--- src/rtl/seq_divider.sv ---
// Sequential restoring divider: one quotient bit per cycle, signed or unsigned,
// with divide-by-zero short-circuit and back-to-back start from the DONE cycle.
module seq_divider #(
  parameter int WIDTH = 16
) (
  input  logic             clk,
  input  logic             rst,
  input  logic             start,
  input  logic             sgn,
  input  logic [WIDTH-1:0] in1,
  input  logic [WIDTH-1:0] in2,
  output logic             ready,
  output logic             done,
  output logic [WIDTH-1:0] a,
  output logic [WIDTH-1:0] b,
  output logic             dbz
);

  localparam logic [1:0] IDLE = 2'd0;
  localparam logic [1:0] BUSY = 2'd1;
  localparam logic [1:0] DONE = 2'd2;
  localparam int CW = $clog2(WIDTH + 1);

  logic [1:0]       state;
  logic [CW-1:0]    cnt;
  logic [WIDTH:0]   rem;
  logic [WIDTH-1:0] quo, dvs;
  logic             qneg, rneg;
  logic             accept;
  logic [WIDTH-1:0] mag1, mag2;
  logic [WIDTH:0]   shifted, trial, rem_nx;
  logic [WIDTH-1:0] quo_nx;
  logic             qbit;

  assign ready  = (state != BUSY);
  assign done   = (state == DONE);
  assign accept = start & ready;
  assign mag1   = (sgn & in1[WIDTH-1]) ? -in1 : in1;
  assign mag2   = (sgn & in2[WIDTH-1]) ? -in2 : in2;

  // One restoring step; rem[WIDTH] set means the shifted value surely covers dvs.
  always_comb begin
    shifted = {rem[WIDTH-1:0], quo[WIDTH-1]};
    trial   = shifted - {1'b0, dvs};
    qbit    = rem[WIDTH] | (shifted >= {1'b0, dvs});
    rem_nx  = qbit ? trial : shifted;
    quo_nx  = {quo[WIDTH-2:0], qbit};
  end

  always_ff @(posedge clk or posedge rst) begin
    if (rst) begin
      state <= IDLE;
      cnt   <= '0;
      rem   <= '0;
      quo   <= '0;
      dvs   <= '0;
      qneg  <= 1'b0;
      rneg  <= 1'b0;
      a     <= '0;
      b     <= '0;
      dbz   <= 1'b0;
    end else begin
      case (state)
        IDLE, DONE: begin
          if (accept) begin
            quo  <= mag1;
            dvs  <= mag2;
            rem  <= '0;
            qneg <= sgn & (in1[WIDTH-1] ^ in2[WIDTH-1]);
            rneg <= sgn & in1[WIDTH-1];
            if (in2 == '0) begin
              a     <= '1;
              b     <= in1;
              dbz   <= 1'b1;
              state <= DONE;
            end else begin
              cnt   <= CW'(WIDTH);
              state <= BUSY;
            end
          end else begin
            state <= IDLE;
          end
        end
        BUSY: begin
          rem <= rem_nx;
          quo <= quo_nx;
          cnt <= cnt - CW'(1);
          if (cnt == CW'(1)) begin
            // Sign fix-up on the last step; most-negative / -1 wraps to itself.
            a     <= qneg ? -quo_nx : quo_nx;
            b     <= rneg ? -rem_nx[WIDTH-1:0] : rem_nx[WIDTH-1:0];
            dbz   <= 1'b0;
            state <= DONE;
          end
        end
        default: state <= IDLE;
      endcase
    end
  end

endmodule

--- config.mk ---
export PLATFORM = sky130hd
export DESIGN_NAME = seq_divider
export DESIGN_NICKNAME = d
export VERILOG_FILES = /design/src/rtl/seq_divider.sv
export SDC_FILE = /design/constraint.sdc
export NUM_CORES = 1
export LEC_CHECK = 0
export ABC_AREA = 0
export CAP_MARGIN = 25
export CORE_ASPECT_RATIO = 1.75
export CORE_MARGIN = 3
export CORE_UTILIZATION = 55
export CTS_CLUSTER_DIAMETER = 60
export DETAILED_ROUTE_END_ITERATION = 8
export PLACE_DENSITY_LB_ADDON = 0.1
export SLEW_MARGIN = 10
export SYNTH_ARGS = -nofsm -noshare
export SYNTH_HDL_FRONTEND = slang
export SYNTH_SLANG_ARGS = --single-unit
--- constraint.sdc ---
create_clock -name clk -period 10 [get_ports clk]
set_clock_uncertainty 0.05 [all_clocks]
set_input_delay 2 -clock clk [delete_from_list [all_inputs] [get_ports clk]]
set_output_delay 2 -clock clk [all_outputs]
set_load 0.1 [all_outputs]
==> results of run 1 <==
[layout by cell type, fill, tap and decap left out, drive strengths merged, types with 4 or more instances in the layout]
cell,instances
or3,19
xnor2,24
ha,22
nand3,21
a31oi,19
nor2b,5
a211oi,13
a21oi,55
o21a,4
inv,42
a21o,11
clkbuf,9
nand2b,5
and2,5
and3,4
nand2,79
buf,8
xor2,32
nor3,30
clkdlybuf4s50,70
o31ai,11
nor2,58
o41ai,4
o21ai,70
a22oi,6
o22ai,6
mux2i,18
nor4,8
dfrtp,91
o21bai,5
[registers in the layout, summed over array words and instances, names as in the netlist]
register	count
a	16
quo	16
rem	17
state	2
rneg	1
dvs	16
qneg	1
dbz	1
b	16
cnt	5
[worst min-delay path by stage]
stage	start	end	slack, ns	cells past startpoint
2_1_floorplan	cnt[4]	cnt[4]	0.40	1
3_3_place_gp	cnt[4]	cnt[4]	0.41	1
3_5_place_dp	dvs[7]	dvs[7]	0.42	2
4_1_cts	dvs[7]	dvs[7]	0.44	2
5_1_grt	dvs[4]	dvs[4]	0.47	2
6_report	dvs[2]	dvs[2]	0.43	2
[kinds of logic (layout without fill, tap and decap cells)]
| family | after synthesis | in the layout | synth area share |
|---|---|---|---|
| buffers and inverters | 75 | 134 | 0.0521 |
| muxes | 19 | 19 | 0.0310 |
| AOI/OAI and AO/OA | 225 | 225 | 0.240 |
| and+or+nand+nor | 244 | 244 | 0.189 |
| xor gates and xnor gates | 56 | 56 | 0.0780 |
| adders and majority gates | 23 | 23 | 0.0470 |
| DFF | 91 | 91 | 0.362 |
[final cells by class]
cell class | count | area [um2] | area share
Multi-Input combinational cell | 567 | 3680 | 0.503
Sequential cell | 91 | 2280 | 0.311
Timing Repair Buffer | 78 | 758 | 0.103
Clock buffer | 9 | 225 | 0.0307
Tap cell | 132 | 165 | 0.0225
Inverter | 40 | 159 | 0.0217
Clock inverter | 7 | 60.1 | 0.00820
[through the flow]
step / instance area, um2 / util / hold WS, ns
2_1_floorplan: 6290 / - / 0.397
3_3_place_gp: 7040 / 0.630 / 0.412
3_5_place_dp: 7040 / 0.631 / 0.420
4_1_cts: 7330 / 0.656 / 0.435
5_1_grt: 7330 / 0.656 / 0.468
6_report: 7330 / 0.656 / 0.430
[routing by layer]
layer | up-vias | GRT usage
li1 | 2738 | -
met1 | 2722 | 0.295
met2 | 232 | 0.522
met3 | 66 | 0.0346
met4 | 0 | 0.146
met5 | - | 0
[worst reg2reg max path, stage by stage (launching register included)]
cell and delay [ns]:
dfrtp_1 0.45, ha_1 0.40, a21o_2 0.25, a221oi_4 0.32
a21boi_2 0.14, o31ai_4 0.45, nand2_4 0.35, o21ai_0 0.48
ha_1 0.28, nand2_1 0.07, or3_1 0.34, nor3_1 0.17
a32o_1 0.27, a31oi_1 0.14, xor2_1 0.17, o22ai_1 0.19
==> summary.md, run 1 <==
| Metric | Value |
|---|---|
| Status | completed |
| Placed cells | 908 |
| Row count | 51 |
| Core area | 11200 um2 |
| # diodes | 0 |
| Critical path buffers and inverters | 4 |
| Worst-path cell chain | nor2b_2 > buf_4 > clkinv_1 > buf_4 > clkdlybuf4s50_1 |
| IO buf count | 70 |
| H-tree depth | 3 |
| GRT Overall Usage | 0.280 |
| R2R depth | 15 |
| DR iter-0 viols | around 290 |
| Top-area cell type share of the netlist area | 0.362 |
| Worst Tran Pin Value | slightly above 1 ns |
| Final worst slack | 5.04 ns |
| Vias in the first global route | 5816 |
| CTS Buffer Depth | 2 |
| Number of antenna violations at the first check in global routing | 0 |
| Final-report setup violation count | 0 |
| Post-Syn Instances | 733 |
| Period utilization | 0.496 |
| RSZ-0062 raised after global routing | false |
| Post_cts resized | 0 |
| Top-count cell post-synth | dfrtp_1 |
| Critical Path Sink | ready |
| CP endpoint kind | output pin |
| CTS clk-pin slew, worst paths | approximately 0.07 ns |
| Final hold vios | 0 |
| Mapped cell area | roughly 6300 um2 |
| Post-synth net total | approximately 790 |
| DP HPWL | 13200 um |
| Ranking of synthesized cells by area | dfrtp_1 36%, o21ai_0 5.4%, nand2_1 4.5% |
| Worst path most repeated cell | buf_4 |
| WL per Instance | 18.8 um |
| Initial Util | 0.563 |
| Post-route setup TNS | 0 ns |
| Pin count of the biggest net entering global routing | 65 |
| Largest area contributor in the netlist | dfrtp_1 |
| Post-DRT Antenna Nets | 0 |
| Warnings, synthesis | 0 |
| Worst r2r src | rem[9] |
| Commonest cells post-synth | 91 x dfrtp_1, 76 x nand2_1, 68 x o21ai_0 |
| IO Count | 71 |
| Post-synth EDFFs | 0 |
| GPL Wtd Cong | 0.878 |
| DR vias | 5758 |
| Final Slew Violations | 0 |
| TritonCTS Sinks | approximately 90 |
| Die area | 12800 um2 |
| Slowest stage cell on the critical path | clkdlybuf4s50_1 |
| Layout Cells excl Fill | between 900 and 1000 |
| Worst Path Max Fanout | 45 |
| GRT overflow | 0 |
| Library cells used by synthesis | between 80 and 90 |
| Max-cap viol count | 0 |
| CTS tree | done |
| Met1 Wirelength | a little over 6000 um |
| Place WS | 4.75 ns |
| Worst flop-to-flop path endpoint | b[12] |
| Router iterations before antenna repair | 5 |
| Final critical-path required period | approximately 5.0 ns |
| First-pass GRT wire length | 28300 um |
| Drt drc | 0 |
| Critical Path Start Type | flop |
| Fill count | around 950 |
| Root Buffer | clkbuf_16 |
| Hold-fix buffers, CTS | 0 |
| Worst Hold Class | reg -> reg |
| CP arrival | 2.91 ns |
| Setup Buffers After CTS | 0 |
| Setup crit start | state[0] |
| Die width | between 80 and 90 um |
| CTS Buf Count | 9 |
| Required @ worst endpoint | 7.95 ns |
| Post-synthesis average cell area | 8.58 um2 |
| Chip Height | 147 um |
| Area grow syn2layout | 16.6% |
| Async S/R FF share, synth | 1.00 |
| Critical path depth | 5 |
| Primary FF master, synth | dfrtp_1 |
| Vias/cell | a little over 6 |
| Register area share after synthesis | 0.362 |
| Seq cells post-synth | 91 |
| Metal2 WL | 9540 um |
| Post-Route WL | roughly 17000 um |
| Nets | approximately 850 |
| Fmax | 0.202 GHz |
| Worst path max stage delay | around 1.2 ns |
| CP delay by family, top | buffers and inverters |
| Crit Path Category | reg -> out |
| Share of cells above drive strength 1 | 0.0795 |
| Top Metal Used | met4 |
| Met3 Routed Length | 810 um |
| FF-to-FF setup slack | 5.39 ns |
| Slew headroom | 0.327 |
| Worst-Skew Late Latency | between 0.3 and 0.4 ns |
Power of run 1 is left out: the tool's default activity adds up to more than one toggle a clock period on the data nets, which glitch-free logic cannot reach.
==> inputs of run 2 (changes only) <==
==> constraint.sdc (replaced) <==
create_clock -name clk -period 5.1 [get_ports clk]
set_clock_uncertainty 0.05 [all_clocks]
set_input_delay 1.02 -clock clk [delete_from_list [all_inputs] [get_ports clk]]
set_output_delay 1.02 -clock clk [all_outputs]
set_load 0.1 [all_outputs]
==> run 2 against run 1 <==
Against the previous run: first-iteration DRC count down 5.1%; count of clock-buffer cells in the layout up 1; via count up 0.73%; flip-flop and latch count unchanged; worst setup slack worse by 4.1 ns; routed wire length down 0.20%; final area up 0.53%; worst hold slack about the same; register-to-register slack worse by 4.5 ns.
==> summary.md, run 2 (synthesis gave the netlist of run 1 again) <==
| Metric | Value |
|---|---|
| Final hold vios | 0 |
| Final-report setup violation count | 0 |
| Status | completed |
| GR Util met3 | 0.0296 |
| WL per Instance | between 15 and 20 um |
| Slew headroom | 0.343 |
| GRT Overall Usage | 0.281 |
| Number of antenna violations at the first check in global routing | 0 |
| Worst Hold Class | reg -> reg |
| CTS Buf Count | 9 |
| H-tree depth | 3 |
| DR iter-0 viols | 279 |
| Period utilization | 0.818 |
| GPL Wtd Cong | 0.936 |
| Final critical-path required period | between 4 and 5 ns |
| Max-cap viol count | 0 |
| Hold-fix buffers, CTS | 0 |
| TritonCTS Sinks | about 90 |
| Vias in the first global route | 5776 |
| Max FFs per register | 17 |
| Required @ worst endpoint | 5.31 ns |
| Met2 Track Usage GR | 0.511 |
| Area grow syn2layout | 17.2% |
| Initial Util | 0.563 |
| WHS | between 0.4 and 0.5 ns |
| Nets | between 800 and 900 |
| GRT overflow | 0 |
| Vias/cell | about 6.3 |
| Worst Path Max Fanout | 8 |
| Worst Tran Pin Value | 0.982 ns |
| Setup Buffers After CTS | 0 |
| Chip Height | 147 um |
| IO buf count | 70 |
| IO Count | 71 |
| Drt drc | 0 |
| GR peak layer | met2 |
| Root Buffer | clkbuf_16 |
| Die width | 86.8 um |
| Share of cells above drive strength 1 | 0.0842 |
| CTS tree | done |
| CTS Buffer Depth | 2 |
| CP endpoint kind | flop |
| Most flop-heavy register | rem |
| Core area | between 10000 and 15000 um2 |
| First-pass GRT wire length | 28600 um |
| DR vias | between 5000 and 6000 |
| Post_cts resized | 0 |
| Post-route setup TNS | 0 ns |
| Post-Route WL | 17400 um |
| Pin count of the biggest net entering global routing | 58 |
| Fill count | 915 |
| CP arrival | 4.38 ns |
| Die area | 12800 um2 |
| Commonest non-fill, non-tap cells in the layout | 91 x dfrtp_1, 76 x nand2_1, 70 x clkdlybuf4s50_1, 68 x o21ai_0, 57 x nor2_1 |
| M1 GR Usage | 0.316 |
| CTS clk-pin slew, worst paths | 0.07 ns |
| RSZ-0062 raised after global routing | false |
| Critical Path Start Type | flop |
| Router iterations before antenna repair | 6 |
| Crit Path Category | reg -> reg |
| # diodes | 0 |
| Post-DRT Antenna Nets | 0 |
| Worst-Skew Late Latency | 0.34 ns |
| Fmax | around 0.24 GHz |
| DP HPWL | 13300 um |
| Final Slew Violations | 0 |
| Commonest non-fill, non-tap cell in the layout | dfrtp_1 |
| Row count | 51 |
==> run 2: cell count changes in the layout (fill, tap and decap cells not counted), sizes merged <==
cell,change
clkinv,-1
clkbuf,+1
buf,+4
==> run 2: metrics by stage <==
step / std cells / cell area (um2) / worst slack [ns] / utilization
5_1_grt: 928 / 7370 / 0.654 / 0.660
6_report: 928 / 7370 / 0.930 / 0.660
2_1_floorplan: 733 / 6290 / 1.33 / -
3_5_place_dp: 912 / 7070 / 0.963 / 0.633
3_3_place_gp: 911 / 7070 / 1.12 / 0.633
4_1_cts: 928 / 7370 / 0.957 / 0.660
==> run 2: area by class of cell <==
type | instances | area (um2) | share of cell area
repair buffers | 82 | 788 | 0.107
clock buffers | 10 | 239 | 0.0324
well taps | 132 | 165 | 0.0224
flip-flops and latches | 91 | 2280 | 0.309
inverters | 40 | 159 | 0.0216
clock inverters | 6 | 55.1 | 0.00747
multi-input cells | 567 | 3680 | 0.500
==> run 2: worst paths after layout <==
check,depth (start not counted),end,slack [ns],from
worst min register to register,2,dvs[3],0.43,dvs[3]
worst max register to register,15,b[14],0.93,rem[2]
worst max-delay path,15,b[14],0.93,rem[2]
min in group asynchronous,3,rem[15],1.06,rst
worst min-delay path,2,dvs[3],0.43,dvs[3]
max in group asynchronous,3,b[4],3.32,rst
==> run 2: layer usage <==
layer  share of wire  wire length, um  up-vias
li1                -                -     2747
met3           0.049              853       48
met2            0.55             9560      234
met5               0                0        -
met1            0.36             6230     2771
met4           0.042              722        0
==> run 2: worst max-delay path: stages, from the launching register on <==
cell and delay, ns:
dfrtp_1 0.46, ha_1 0.41, a21o_1 0.22, a21oi_2 0.21, a211oi_2 0.14, o31ai_4 0.49, nand2_4 0.16, o21ai_0 0.32
ha_1 0.26, nand2_1 0.08, or3_1 0.34, nor3_1 0.17, a32o_1 0.27, a41oi_1 0.17, xor2_1 0.17, o22ai_1 0.15
Power of run 2 is left out for the same reason.
